--- src/rtl/sid_voice_amp.sv ---
`default_nettype none
// ============================================================================
// Module   : sid_voice_amp
// Brief    : Sequential shift-add multiplier that scales a midscale-offset
//            waveform sample by its envelope, with start/busy/valid handshake.
// Revision : 1.0 - initial release
// ============================================================================
module sid_voice_amp #(
    parameter int WAV_BITS = 12,
    parameter int ENV_BITS = 8,
    parameter int OUT_BITS = WAV_BITS + ENV_BITS
) (
    input  logic                       clk,
    input  logic                       res,
    input  logic                       start,
    input  logic [WAV_BITS-1:0]        wav,
    input  logic [ENV_BITS-1:0]        env,
    output logic                       busy,
    output logic                       valid,
    output logic signed [OUT_BITS-1:0] out,
    output logic                       overrun
);

    localparam int CNT_W = (ENV_BITS > 1) ? $clog2(ENV_BITS) : 1;

    typedef enum logic [1:0] {
        ST_IDLE = 2'd0,
        ST_RUN  = 2'd1,
        ST_DONE = 2'd2
    } state_t;

    state_t                     state_q, state_d;
    logic signed [OUT_BITS-1:0] acc_q, acc_d;
    logic signed [OUT_BITS-1:0] wav_s_q, wav_s_d;
    logic signed [OUT_BITS-1:0] out_q, out_d;
    logic [ENV_BITS-1:0]        env_sh_q, env_sh_d;
    logic [CNT_W-1:0]           cnt_q, cnt_d;
    logic                       valid_q, valid_d;
    logic                       overrun_q, overrun_d;

    // Flipping the MSB turns offset-binary into two's complement (wav - midscale).
    logic signed [WAV_BITS-1:0] w_wav_off;
    assign w_wav_off = {~wav[WAV_BITS-1], wav[WAV_BITS-2:0]};

    always_ff @(posedge clk or posedge res) begin
        if (res) begin
            state_q   <= ST_IDLE;
            acc_q     <= '0;
            wav_s_q   <= '0;
            out_q     <= '0;
            env_sh_q  <= '0;
            cnt_q     <= '0;
            valid_q   <= 1'b0;
            overrun_q <= 1'b0;
        end else begin
            state_q   <= state_d;
            acc_q     <= acc_d;
            wav_s_q   <= wav_s_d;
            out_q     <= out_d;
            env_sh_q  <= env_sh_d;
            cnt_q     <= cnt_d;
            valid_q   <= valid_d;
            overrun_q <= overrun_d;
        end
    end

    always_comb begin
        state_d   = state_q;
        acc_d     = acc_q;
        wav_s_d   = wav_s_q;
        out_d     = out_q;
        env_sh_d  = env_sh_q;
        cnt_d     = cnt_q;
        valid_d   = 1'b0;
        overrun_d = overrun_q;
        case (state_q)
            ST_IDLE: begin
                if (start) begin
                    wav_s_d  = OUT_BITS'(w_wav_off);
                    env_sh_d = env;
                    acc_d    = '0;
                    cnt_d    = '0;
                    state_d  = ST_RUN;
                end
            end
            ST_RUN: begin
                if (env_sh_q[0]) begin
                    acc_d = acc_q + (wav_s_q << cnt_q);
                end
                env_sh_d = env_sh_q >> 1;
                cnt_d    = cnt_q + CNT_W'(1);
                if (cnt_q == CNT_W'(ENV_BITS - 1)) begin
                    state_d = ST_DONE;
                end
                if (start) begin
                    overrun_d = 1'b1;
                end
            end
            ST_DONE: begin
                out_d   = acc_q;
                valid_d = 1'b1;
                state_d = ST_IDLE;
                if (start) begin
                    overrun_d = 1'b1;
                end
            end
            default: begin
                state_d = ST_IDLE;
            end
        endcase
    end

    assign busy    = (state_q != ST_IDLE);
    assign valid   = valid_q;
    assign out     = out_q;
    assign overrun = overrun_q;

endmodule
`default_nettype wire
--- config.mk ---
export PLATFORM = sky130hd
export DESIGN_NAME = sid_voice_amp
export DESIGN_NICKNAME = d
export VERILOG_FILES = /design/src/rtl/sid_voice_amp.sv
export SDC_FILE = /design/constraint.sdc
export NUM_CORES = 1
export LEC_CHECK = 0
export BUFFER_PORTS_ARGS = -buffer_cell sky130_fd_sc_hd__buf_2
export CAP_MARGIN = 25
export CORE_AREA = 4 4 100 102
export CTS_BUF_LIST = sky130_fd_sc_hd__clkbuf_8
export DETAILED_ROUTE_END_ITERATION = 6
export DIE_AREA = 0 0 104 106
export GPL_TIMING_DRIVEN = 1
export HOLD_SLACK_MARGIN = 0.15
export PLACE_DENSITY_LB_ADDON = 0.15
export SYNTH_ARGS = -nofsm -noshare
export SYNTH_HDL_FRONTEND = slang
export SYNTH_SLANG_ARGS = --single-unit
--- constraint.sdc ---
create_clock -name clk -period 6.7 [get_ports clk]
set_clock_uncertainty 0.2 [all_clocks]
set_input_delay 0.67 -clock clk [delete_from_list [all_inputs] [get_ports clk]]
set_output_delay 0.67 -clock clk [all_outputs]
set_load 0.1 [all_outputs]
=== Word-level counts from Yosys, hierarchy flattened ===
Cells that the tools add are included.

* Register bits: 67
* Bits of input ports: 23
* Output and inout bits: 23
* Logic and storage cells: 38

* Add/sub/neg operators: 2
* Equality and inequality tests: 6
* Shift-type cells: 1
* Mux-type cells: 11
* Bitwise logic cells: 1
* Reductions and logical operators: 9

{| class="wikitable"
|+ Operator list
! operator !! count
|-
| $mux 20 || 2
|-
| $pmux 20 s2 || 1
|-
| $add 20x20->20 || 1
|-
| $shl 20x3->20 || 1
|-
| $pmux 8 s2 || 1
|-
| $mux 8 || 1
|-
| $reduce_and 2->1 || 4
|-
| $ne 2x2->1 const B || 3
|-
| $pmux 3 s2 || 1
|-
| $mux 2 || 2
|-
| $pmux 2 s2 || 1
|-
| $reduce_bool 2->1 || 2
|-
| $add 3x1->3 const B || 1
|-
| $eq 3x3->1 const B || 1
|-
| $mux 3 || 1
|-
| $reduce_and 3->1 || 1
|-
| $eq 2x1->1 const B || 1
|-
| $eq 2x2->1 const B || 1
|-
| $logic_not 2->1 || 1
|-
| $reduce_or 2->1 || 1
|-
| $mux 1 || 1
|-
| $not 1->1 || 1
|}

=== Depth between registers and ports, before layout ===
Gate-level depths: netlist (run 1).

* Depth in word-level cells: 4
* Gate-level depth with buffers: 15

=== Worst setup path before layout (run 1) ===
No wires, ideal clock.

* Path kind: register to register
* From: register cnt_q[1]
* To: register acc_q[12]
* Library setup time: 122 ps
* Arrival time: 3039 ps
* Data required time: 6378 ps
* Path slack: 3339 ps
* Stages on the path, launching flop included: 13
* Period minus slack after synthesis: 3361 ps
* Path through: dfrtp_1 clkbuf_1 clkbuf_1 nor3_1 ha_1 fa_1 a211oi_2 nor2_1 o2111ai_2 a21boi_2 o21a_1 or3_1 a32o_1

* Cells in the longest elaborated chain, start to end: 4

{| class="wikitable"
|+ RTL lines
! what !! line !! text
|-
| start, declared || 37 || <nowiki>logic [CNT_W-1:0] cnt_q, cnt_d;</nowiki>
|-
| start signal, assigned || 61 || <nowiki>cnt_q <= cnt_d;</nowiki>
|-
| $shl 20x3->20 || 88 || <nowiki>acc_d = acc_q + (wav_s_q << cnt_q);</nowiki>
|-
| $add 20x20->20 || 88 ||
|-
| $mux 20 || 87 || <nowiki>if (env_sh_q[0]) begin</nowiki>
|-
| $pmux 20 s2 || 76 || <nowiki>case (state_q)</nowiki>
|-
| end signal, assigned || 48 || <nowiki>acc_q <= '0;</nowiki>
|-
| end signal, assigned || 57 || <nowiki>acc_q <= acc_d;</nowiki>
|-
| end, declared || 33 || <nowiki>logic signed [OUT_BITS-1:0] acc_q, acc_d;</nowiki>
|}

Every way passes these cells. The select of a mux whose other input is x is not followed.
A chain may end at the register's enable or synchronous reset.

=== Worst setup path in the final report (run 1) ===
* From: register cnt_q[1]
* To: register acc_q[17]

The elaborated chain is that of the path after synthesis.

==> results of run 1 <==
state kept, by name, summed over array words and instances (netlist names):
name      cells
acc_q        20
out          20
wav_s_q      12
env_sh_q      8
cnt_q         3
state_q       2
overrun       1
valid         1
worst reg2reg max path: cells and delay by family (launching register included):
family                     cells  cell delay (ps)
AOI/OAI and AO/OA              6             1310
xor gates and xnor gates       1              150
adders and majority gates      1              390
DFF                            1              800
muxes                          2              580
and+or+nand+nor                1              190
stage by stage:
step,hold WS [ps],util
floorplan,251,-
global placement,232,0.472
detailed placement,244,0.472
CTS,261,0.494
global route,281,0.495
finish,255,0.495
cells by family after synthesis:
kind of cell,after synthesis,share of synthesized area
adders and majority gates,26,0.0833
xor gates and xnor gates,13,0.0285
and+or+nand+nor,101,0.112
DFF,67,0.420
AOI/OAI and AO/OA,120,0.194
buffers and inverters,30,0.0282
muxes,49,0.135
synth_stat cells, types with 2 or more instances:
library cell / number / area [sq um]
nand2b_1: 3 / 18.8
o21bai_1: 3 / 22.5
ha_1: 25 / 313
mux2_2: 38 / 428
o211ai_1: 4 / 30.0
o22ai_1: 12 / 75.1
nor2_1: 28 / 105
xor2_1: 10 / 87.6
clkbuf_1: 18 / 67.6
dfrtp_1: 67 / 1680
a22o_1: 5 / 43.8
a21o_1: 9 / 67.6
o21a_1: 5 / 37.5
o21ai_0: 43 / 215
nor3_1: 4 / 20.0
nand2_1: 43 / 161
a32o_1: 2 / 20.0
nand3_1: 8 / 40.0
a21oi_1: 20 / 100
inv_1: 12 / 45.0
xnor2_1: 3 / 26.3
and2_1: 2 / 12.5
nor3b_1: 3 / 22.5
and3_1: 6 / 37.5
mux2i_1: 11 / 110
area by class of cell:
cell class	count	area, sq um	area share
sequential	67	1680	0.372
inverter	12	45.0	0.00999
timing repair buffer	47	248	0.0549
clock buffer	11	151	0.0336
tap	111	139	0.0308
multi-input combinational	309	2210	0.490
clock inverter	4	42.5	0.00943
per-layer routing:
layer | global-route usage | vias to the layer above
met1 | 0.235 | 1456
met4 | 0.0807 | 0
met3 | 0.0328 | 19
li1 | - | 1559
met5 | 0 | -
met2 | 0.241 | 77
path summary, 6_finish.rpt:
path,start,endpoint,slack (ps),depth (start not counted)
min in group asynchronous,res,out[18]$_DFFE_PP0P_,360,3
max reg2reg,cnt_q[1]$_DFFE_PP0P_,acc_q[17]$_DFFE_PP0P_,2950,11
min,overrun$_DFFE_PP0P_,overrun$_DFFE_PP0P_,260,1
max in group asynchronous,res,wav_s_q[3]$_DFFE_PP0P_,5390,3
max,cnt_q[1]$_DFFE_PP0P_,acc_q[17]$_DFFE_PP0P_,2950,11
min reg2reg,overrun$_DFFE_PP0P_,overrun$_DFFE_PP0P_,260,1
==> results.md, run 1 <==
* Status: complete, no violations
* Initial core utilization at 0.438
* Fmax at around 0.27 GHz
* Commonest non-fill, non-tap cells in the layout: dfrtp_1 (67), buf_2 (45), nand2_1 (43), o21ai_0 (42), mux2_2 (38)
* Ys async rst share at 1.00
* Post-DRT Antenna Nets at 0
* HPWL Detailed at a little over 6000 microns
* Routability Congestion at 0.811
* Delay-heaviest family, CP: compound AO/OA/AOI/OAI gates
* Final setup fails at 0
* Fillers at a little under 900
* Most common cell after layout, fill and taps aside: dfrtp_1
* Post-synthesis register bit count at 67
* WP buf/inv at 0
* Final Net Count at slightly below 500
* Synth Flop Type: dfrtp_1
* Syn Nets at between 400 and 500
* Unrepaired setup endpoints after global routing: no
* Final period util at 0.559
* Worst min path class: reg2reg
* Vias/cell at between 5 and 6
* Gr ovfl total at 0
* Final instance area at approximately 4500 sq um
* Crit. End Element: register
* Rel. slew slack at 0.308
* Vias in the first global route at roughly 2.9k
* CTS tree: yes
* Total number of vias at just over 3k
* Clock root cell: clkbuf_8
* Total length of routed met3 wires at approximately 430 microns
* CP Cell Sequence: mux2_2 > o21ai_0 > mux2i_1 > ha_1 > and3_1 > o21ai_0 > o21ai_0 > a221o_1 > a21oi_1 > xor2_1 > o21ai_0
* Largest net degree at the start of global routing at 68
* WP data arrival at around 3800 ps
* Final min period at about 3700 ps
* Layout cells sized above 1 at 0.236
* Yosys warns at 0
* Drt pass-1 iters at 4
* CTS Buf Count at 9
* Die area at 11,000 sq um
* Synthesized area at 3990 sq um
* Setup WS pre-CTS at between 2000 and 3000 ps
* Startpoint Class: register
* Crit Path Class: reg2reg
* DRC at 0
* CTS Sinks at 67
* Buffers on Ports at 45
* N_diodes at 0
* M1 WL at roughly 4300 microns
* Synth cell types at 47
* DR WL met2 at around 3700 microns
* Post-Route WL at 8570 microns
* Worst path slowest cell: dfrtp_1
* Dpl cell area at around 4300 sq um
* PostCTS Resize Cnt at 0
* Finished Layout Cells at around 560
* CP required at approximately 6700 ps
* Core area at just over 9000 sq um
* Clock latency on the worst-skew pair at ~350 ps
* Die Width at roughly 100 microns
* Htree depth at 3
* DP Cell Count at approximately 550
* Final hold violations at 0
* Routed len/inst at 15.3 microns
* Mapped Cells at 406
* Tightest Pin Transition at slightly above 1000 ps
* CP max FO at 21
* GRT Util Overall at 0.165
* Clk buf depth at 2
* Post-synth EDFFs at 0
* Initial antenna violation count at 0
* Max stage delay on crit path at ~800 ps
* Hold buffers post-CTS at 0
* Number of core rows at 35
* Sequential area share after synthesis at 0.420
* Post CTS Setup Buffer Count at 0
* Max cap viols at 0
* First-iteration detailed-routing DRC count at 95
* Setup WS post-layout at approximately 3000 ps
* Highest routed layer: met4
* First-pass GRT wire length at about 15,000 microns
* Max-slew violation count at 0
* Avg Synthesized Cell Area at between 9 and 10 sq um
* I/O pin count at 46
* Most common cell on crit path: o21ai_0
* P&R area growth vs syn at 12.9%
* Clock transition at path regs at roughly 70 ps
* Die H at between 100 and 150 microns
* Total negative setup slack at 0 ps
Power of run 1 is not shown: default switching activity piles up to over one toggle a cycle in this logic, so the estimate is an artifact.
==> inputs of run 2 (changes only) <==
--- a/config.mk
+++ b/config.mk
@@ -5,12 +5,13 @@
 export SDC_FILE = /design/constraint.sdc
 export NUM_CORES = 1
 export LEC_CHECK = 0
+export ABC_AREA = 1
 export BUFFER_PORTS_ARGS = -buffer_cell sky130_fd_sc_hd__buf_2
 export CAP_MARGIN = 25
-export CORE_AREA = 4 4 100 102
+export CORE_AREA = 4 4 103 105
 export CTS_BUF_LIST = sky130_fd_sc_hd__clkbuf_8
 export DETAILED_ROUTE_END_ITERATION = 6
-export DIE_AREA = 0 0 104 106
+export DIE_AREA = 0 0 107 109
 export GPL_TIMING_DRIVEN = 1
 export HOLD_SLACK_MARGIN = 0.15
 export PLACE_DENSITY_LB_ADDON = 0.15
==> constraint.sdc (replaced) <==
create_clock -name clk -period 3.1 [get_ports clk]
set_clock_uncertainty 0.2 [all_clocks]
set_input_delay 0.31 -clock clk [delete_from_list [all_inputs] [get_ports clk]]
set_output_delay 0.31 -clock clk [all_outputs]
set_load 0.1 [all_outputs]
==> run 2 against run 1 <==
Fmax is 30% higher. Highest routed layer unchanged. Die area up 5.8%. Largest cell class unchanged. Worst hold slack got worse by 20 ps.
==> results.md, run 2 <==
* Status: complete, no violations
* Synth Flop Type: dfrtp_1
* Clock transition at path regs at 80 ps (about the same)
* Synth cell count leaders: nand2_1 (192), inv_1 (74), dfrtp_1 (67)
* Max-slew violation count at 0 (unchanged)
* R2r setup slk at 220 ps (-2740 ps)
* Unrepaired setup endpoints after global routing: no
* CTS Sinks at 67 (unchanged)
* Total number of vias at 3,904 (+25%)
* Final min period at 2880 ps (-863 ps)
* Vias/cell at 4.85 (-13%)
* Max cap viols at 0 (unchanged)
* CTS tree: yes
* Synth area leaders: dfrtp_1 (40%), nand2_1 (17%), ha_1 (7.4%)
* Initial core utilization at 0.440 (+0.00118)
* Startpoint Class: register
* P&R area growth vs syn at 20.8%
* Simple-Gate Fraction of Synth Area at 0.276 (+0.164)
* Die Width at 107 microns (+2.9%)
* Synth Area in Compound Gates at 0.124 (-0.0696)
* Clock root cell: clkbuf_8
* CP max FO at 24 (+14%)
* Final Net Count at 716 (+45%)
* GRT Util Overall at 0.197 (+0.0311)
* Post CTS Setup Buffer Count at 0 (unchanged)
* Max stage delay on crit path at 570 ps (-230 ps)
* Mapped Cells at 590 (+45%)
* HPWL Detailed at 8090 microns (+32%)
* I/O pin count at 46 (unchanged)
* First-pass GRT wire length at 17,900 microns (+21%)
* Synth area leader: dfrtp_1
* N_diodes at 0 (unchanged)
* Avg Synthesized Cell Area at 7.18 sq um (-27%)
* R2r endpoint: acc_q[14]$_DFFE_PP0P_
* Post-synthesis register bit count at 67 (unchanged)
* DRC at 0 (unchanged)
* Die H at 109 microns (+2.8%)
* Final period util at 0.930 (+0.371)
* Post-synth EDFFs at 0 (unchanged)
* Die area at 11,700 sq um (+5.8%)
* Final hold violations at 0 (unchanged)
* Largest net degree at the start of global routing at 35 (-49%)
* Buffers on Ports at 45 (unchanged)
* Initial antenna violation count at 0 (unchanged)
* Syn Nets at 639 (+40%)
* Gr ovfl total at 0 (unchanged)
* Clock latency on the worst-skew pair at 350 ps (about the same)
* Commonest non-fill, non-tap cells in the layout: nand2_1 (192), inv_1 (74), dfrtp_1 (66), nor2_1 (53), o21ai_0 (52)
* Drt pass-1 iters at 4 (unchanged)
* Vias in the first global route at 3,791 (+29%)
* Ys async rst share at 1.00 (unchanged)
* Top cell type's share of synthesized area at 0.396 (-0.0242)
* Final setup fails at 0 (unchanged)
* Most common cell after layout, fill and taps aside: nand2_1
* CP required at 3140 ps (-3570 ps)
* Rel. slew slack at 0.441 (+0.133)
* WP buf/inv at 0 (unchanged)
* Tightest Pin Transition at 839 ps (-200 ps)
* Fin Hold WS at 236 ps (-19.7 ps)
* WP data arrival at 2920 ps (-830 ps)
* Combinational family with the most area after synthesis: simple AND/OR/NAND/NOR gates
* Worst path slowest cell: dfrtp_4
* Delay-heaviest family, CP: simple AND/OR/NAND/NOR gates
* Top-count cell post-synth: nand2_1
* Yosys warns at 0 (unchanged)
* Post-Route WL at 10,600 microns (+24%)
* Synth cell types at 32 (-32%)
* First-iteration detailed-routing DRC count at 252 (+170%)
* Synthesized area at 4240 sq um (+6.1%)
* Worst R2R Start: cnt_q[0]$_DFFE_PP0P_
* Sequential area share after synthesis at 0.396 (-0.0242)
* Crit Path Class: reg2reg
* Crit. End Element: register
* Number of core rows at 36 (+2.9%)
* Core area at 9640 sq um (+5.8%)
* Clk buf depth at 2 (unchanged)
* Routability Congestion at 0.917 (+13%)
* Most common cell on crit path: nand2_1
* Htree depth at 3 (unchanged)
* Reg2Reg Depth at 14 (+3)
* Xor and xnor area share after synthesis at 0.00413 (-0.0244)
* CP Cell Sequence: nand2_1 > o21ai_0 > o21ai_0 > nor2_1 > ha_1 > nand2_1 > nand2_1 > nor2_1 > o21ai_0 > nand2_1 > nand2_1 > nand2_1 > nand3_1 > nand2_1
* Mux share of post-synthesis cell area at 0.0360 (-0.0987)
* Layout cells sized above 1 at 0.141 (-0.0942)
* Worst min path class: in2async
* Post-DRT Antenna Nets at 0 (unchanged)
* Routed len/inst at 13.2 microns (-14%)
* Total negative setup slack at 0 ps (unchanged)
* Post-synthesis adder-cell area fraction at 0.0785 (-0.00480)
* Fmax at 0.347 GHz (+30%)
* CTS Buf Count at 9 (unchanged)
==> run 2: cell types whose count changed in the layout (fill, tap and decap cells not counted), moves of 8 or more <==
cell / change
buf_4: +14
nand2_1: +149
dlygate4sd3_1: +24
a21o_1: -8
xor2_1: -8
inv_1: +61
o21ai_0: +10
nand3_1: +18
nor2_1: +25
mux2_2: -28
==> run 2: logic make-up (layout without fill, tap and decap cells) <==
kind of cell / after synthesis / count (layout)
buf+inv: 94 / 176
xor+xnor: 2 / 2
compound gates: 97 / 97
flops: 67 / 67
simple gates: 290 / 290
mux: 14 / 14
fa+ha+maj: 26 / 26
==> run 2: timing repair <==
action | in CTS | in global routing
gates resized for setup | 0 | 6
hold endpoints to repair | 84 | 0
hold buffers | 24 | 0
setup endpoints to repair | 0 | 14
==> run 2: stage by stage <==
step,util,instances,cell area [sq um],setup WS (ps)
floorplan,-,590,4240,566
global placement,0.484,765,4660,84.9
detailed placement,0.484,765,4660,61.5
CTS,0.530,805,5110,41.0
global route,0.531,805,5120,0.368
finish,0.531,805,5120,217
==> run 2: tightest hold or removal path, delay by kind of cell <==
family   cells  cell delay, ps
buf+inv      3             860
==> run 2: layout make-up <==
class	instances	area, sq um
Clock buffer	11	151
Clock inverter	5	52.6
Fill cell	979	4520
Inverter	76	285
Multi-Input combinational cell	429	2210
Sequential cell	67	1680
Tap cell	133	166
Timing Repair Buffer	84	578
==> run 2: how the worst max path moves through the flow <==
stage	cells past startpoint	to	start
detailed placement	14	acc_q[14]$_DFFE_PP0P_	cnt_q[0]$_DFFE_PP0P_
global placement	14	acc_q[14]$_DFFE_PP0P_	cnt_q[0]$_DFFE_PP0P_
global route	13	acc_q[9]$_DFFE_PP0P_	cnt_q[0]$_DFFE_PP0P_
finish	14	acc_q[14]$_DFFE_PP0P_	cnt_q[0]$_DFFE_PP0P_
CTS	14	acc_q[14]$_DFFE_PP0P_	cnt_q[0]$_DFFE_PP0P_
floorplan	13	acc_q[14]$_DFFE_PP0P_	cnt_q[2]$_DFFE_PP0P_
==> run 2: routing by layer <==
metal,GRT usage,wire [microns]
met5,0,0
met4,0.0694,167
met2,0.320,4940
met3,0.0379,421
met1,0.263,5080
Power of run 2 is left out for the same reason.
==> inputs of run 3 (changes only) <==
--- a/config.mk
+++ b/config.mk
@@ -8,13 +8,14 @@
 export ABC_AREA = 1
 export BUFFER_PORTS_ARGS = -buffer_cell sky130_fd_sc_hd__buf_2
 export CAP_MARGIN = 25
-export CORE_AREA = 4 4 103 105
+export CORE_AREA = 4 4 93 95
 export CTS_BUF_LIST = sky130_fd_sc_hd__clkbuf_8
 export DETAILED_ROUTE_END_ITERATION = 6
-export DIE_AREA = 0 0 107 109
+export DIE_AREA = 0 0 97 99
 export GPL_TIMING_DRIVEN = 1
 export HOLD_SLACK_MARGIN = 0.15
 export PLACE_DENSITY_LB_ADDON = 0.15
+export SKIP_CTS_REPAIR_TIMING = 1
 export SYNTH_ARGS = -nofsm -noshare
 export SYNTH_HDL_FRONTEND = slang
 export SYNTH_SLANG_ARGS = --single-unit
==> run 3 against run 2 <==
Worst hold slack improved by 27 ps. Cell area decreased by 1.6%. Via count increased by 0.82%. Critical path type unchanged. Count of clock-buffer cells in the layout decreased by 2. Cell count decreased by 4.3%. Largest cell class unchanged.
==> results.md, run 3 (same netlist as run 2, synthesis figures left out) <==
* Status: complete, no violations
* Initial antenna violation count at 0 (unchanged)
* Largest net degree at the start of global routing at 36 (+2.9%)
* Commonest non-fill, non-tap cells in the layout: nand2_1 (192), inv_1 (73), dfrtp_1 (66), nor2_1 (53), o21ai_0 (50)
* Final Net Count at 712 (-0.56%)
* Critical Path Start: cnt_q[1]$_DFFE_PP0P_
* Max stage delay on crit path at 590 ps (+20 ps)
* Gr ovfl total at 0 (unchanged)
* First-iteration detailed-routing DRC count at 197 (-22%)
* P&R area growth vs syn at 18.8%
* Post-DRT Antenna Nets at 0 (unchanged)
* Clock transition at path regs at 90 ps (about the same)
* GRT Util Overall at 0.227 (+0.0301)
* Worst R2R Start: cnt_q[1]$_DFFE_PP0P_
* Worst path slowest cell: dfrtp_1
* Buffers on Ports at 45 (unchanged)
* Dpl cell area at 4600 sq um (-1.3%)
* DP Cell Count at 731 (-4.4%)
* Number of core rows at 32 (-11%)
* WP data arrival at 2880 ps (-40 ps)
* Most common cell on crit path: nand2_1
* WP buf/inv at 2 (+2)
* HPWL Detailed at 7910 microns (-2.2%)
* CTS Sinks at 67 (unchanged)
* N_diodes at 0 (unchanged)
* Die Width at 97 microns (-9.3%)
* CTS Buf Count at 9 (unchanged)
* Delay-heaviest family, CP: simple AND/OR/NAND/NOR gates
* Max-slew violation count at 0 (unchanged)
* Fmax at 0.353 GHz (+1.7%)
* Layout cells sized above 1 at 0.136 (-0.00514)
* DRC at 0 (unchanged)
* Routability Congestion at 0.840 (-8.4%)
* Final hold violations at 0 (unchanged)
* Startpoint Class: register
* Routed len/inst at 13.7 microns (+4.3%)
* I/O pin count at 46 (unchanged)
* CP Cell Sequence: inv_1 > o21ai_0 > o21ai_0 > ha_1 > nand2_1 > inv_1 > nand2_1 > nor2_1 > nand3b_1 > nand3_1 > nand2_1 > nand3_1 > nand2_1
* Hold_sp: overrun$_DFFE_PP0P_
* Initial core utilization at 0.548 (+0.109)
* Drt pass-1 iters at 6 (+2)
* Clock root cell: clkbuf_8
* Worst min path class: reg2reg
* Final period util at 0.914 (-0.0158)
* Die area at 9600 sq um (-18%)
* Final min period at 2830 ps (-49.1 ps)
* CP required at 3150 ps (about the same)
* Total number of vias at 3,936 (+0.82%)
* Most common cell after layout, fill and taps aside: nand2_1
* Final instance area at 5040 sq um (-1.6%)
* Vias in the first global route at 3,773 (-0.47%)
* Setup WS pre-CTS at 87.8 ps (+26.3 ps)
* Unrepaired setup endpoints after global routing: no
* Total length of routed met3 wires at 478 microns (+14%)
* Core area at 7730 sq um (-20%)
* Rel. slew slack at 0.518 (+0.0767)
* CP max FO at 14 (-42%)
* Final setup fails at 0 (unchanged)
* CTS tree: yes
* Clk buf depth at 2 (unchanged)
* Tightest Pin Transition at 723 ps (-116 ps)
* First-pass GRT wire length at 17,700 microns (-1.0%)
* Crit. End Element: register
* Max cap viols at 0 (unchanged)
* DR WL met2 at 4890 microns (-0.89%)
* Crit Path Class: reg2reg
* Die H at 99 microns (-9.2%)
* Setup WS post-layout at 266 ps (+49.1 ps)
* Htree depth at 3 (unchanged)
* Clock latency on the worst-skew pair at 350 ps (about the same)
* Finished Layout Cells at 770 (-4.3%)
* M1 WL at 5080 microns (+0.12%)
* Total negative setup slack at 0 ps (unchanged)
* Highest routed layer: met4
* Vias/cell at 5.11 (+5.4%)
* Post-Route WL at 10,600 microns (-0.21%)
## run 3: cell types whose count changed in the layout (fill, tap and decap cells not counted), moves of 2 or more
cell        previous run  this run
o21ai_1                3         5
o21ai_0               52        50
buf_4                 15        12
clkbuf_8              11         9
clkinvlp_4             0         2
## run 3: cell type report
cell class                      count  area [sq um]
Clock buffer                        9           124
Timing Repair Buffer               80           546
Multi-Input combinational cell    429          2200
Clock inverter                      7          76.3
Sequential cell                    67          1680
Tap cell                          102           128
Inverter                           76           285
Fill cell                         693          2690
## run 3: final timing paths
kind | endpoint | cells past startpoint | slack, ps
worst max register to register | acc_q[19]$_DFFE_PP0P_ | 13 | 270
worst min register to register | overrun$_DFFE_PP0P_ | 1 | 260
worst min-delay path | overrun$_DFFE_PP0P_ | 1 | 260
worst max-delay path | acc_q[19]$_DFFE_PP0P_ | 13 | 270
max in group asynchronous | acc_q[16]$_DFFE_PP0P_ | 4 | 1540
min in group asynchronous | acc_q[2]$_DFFE_PP0P_ | 3 | 430
## run 3: stage by stage
stage	hold WS, ps	util
6_report	262	0.652
5_1_grt	291	0.652
4_1_cts	-119	0.621
3_5_place_dp	243	0.596
3_3_place_gp	238	0.596
2_1_floorplan	219	-
## run 3: metal layers
metal  vias to the layer above  track usage
met5                         -            0
met4                         0       0.0583
met3                        14       0.0439
met2                        87        0.373
met1                      1798        0.308
li1                       2037            -
Power of run 3 is left out for the same reason.
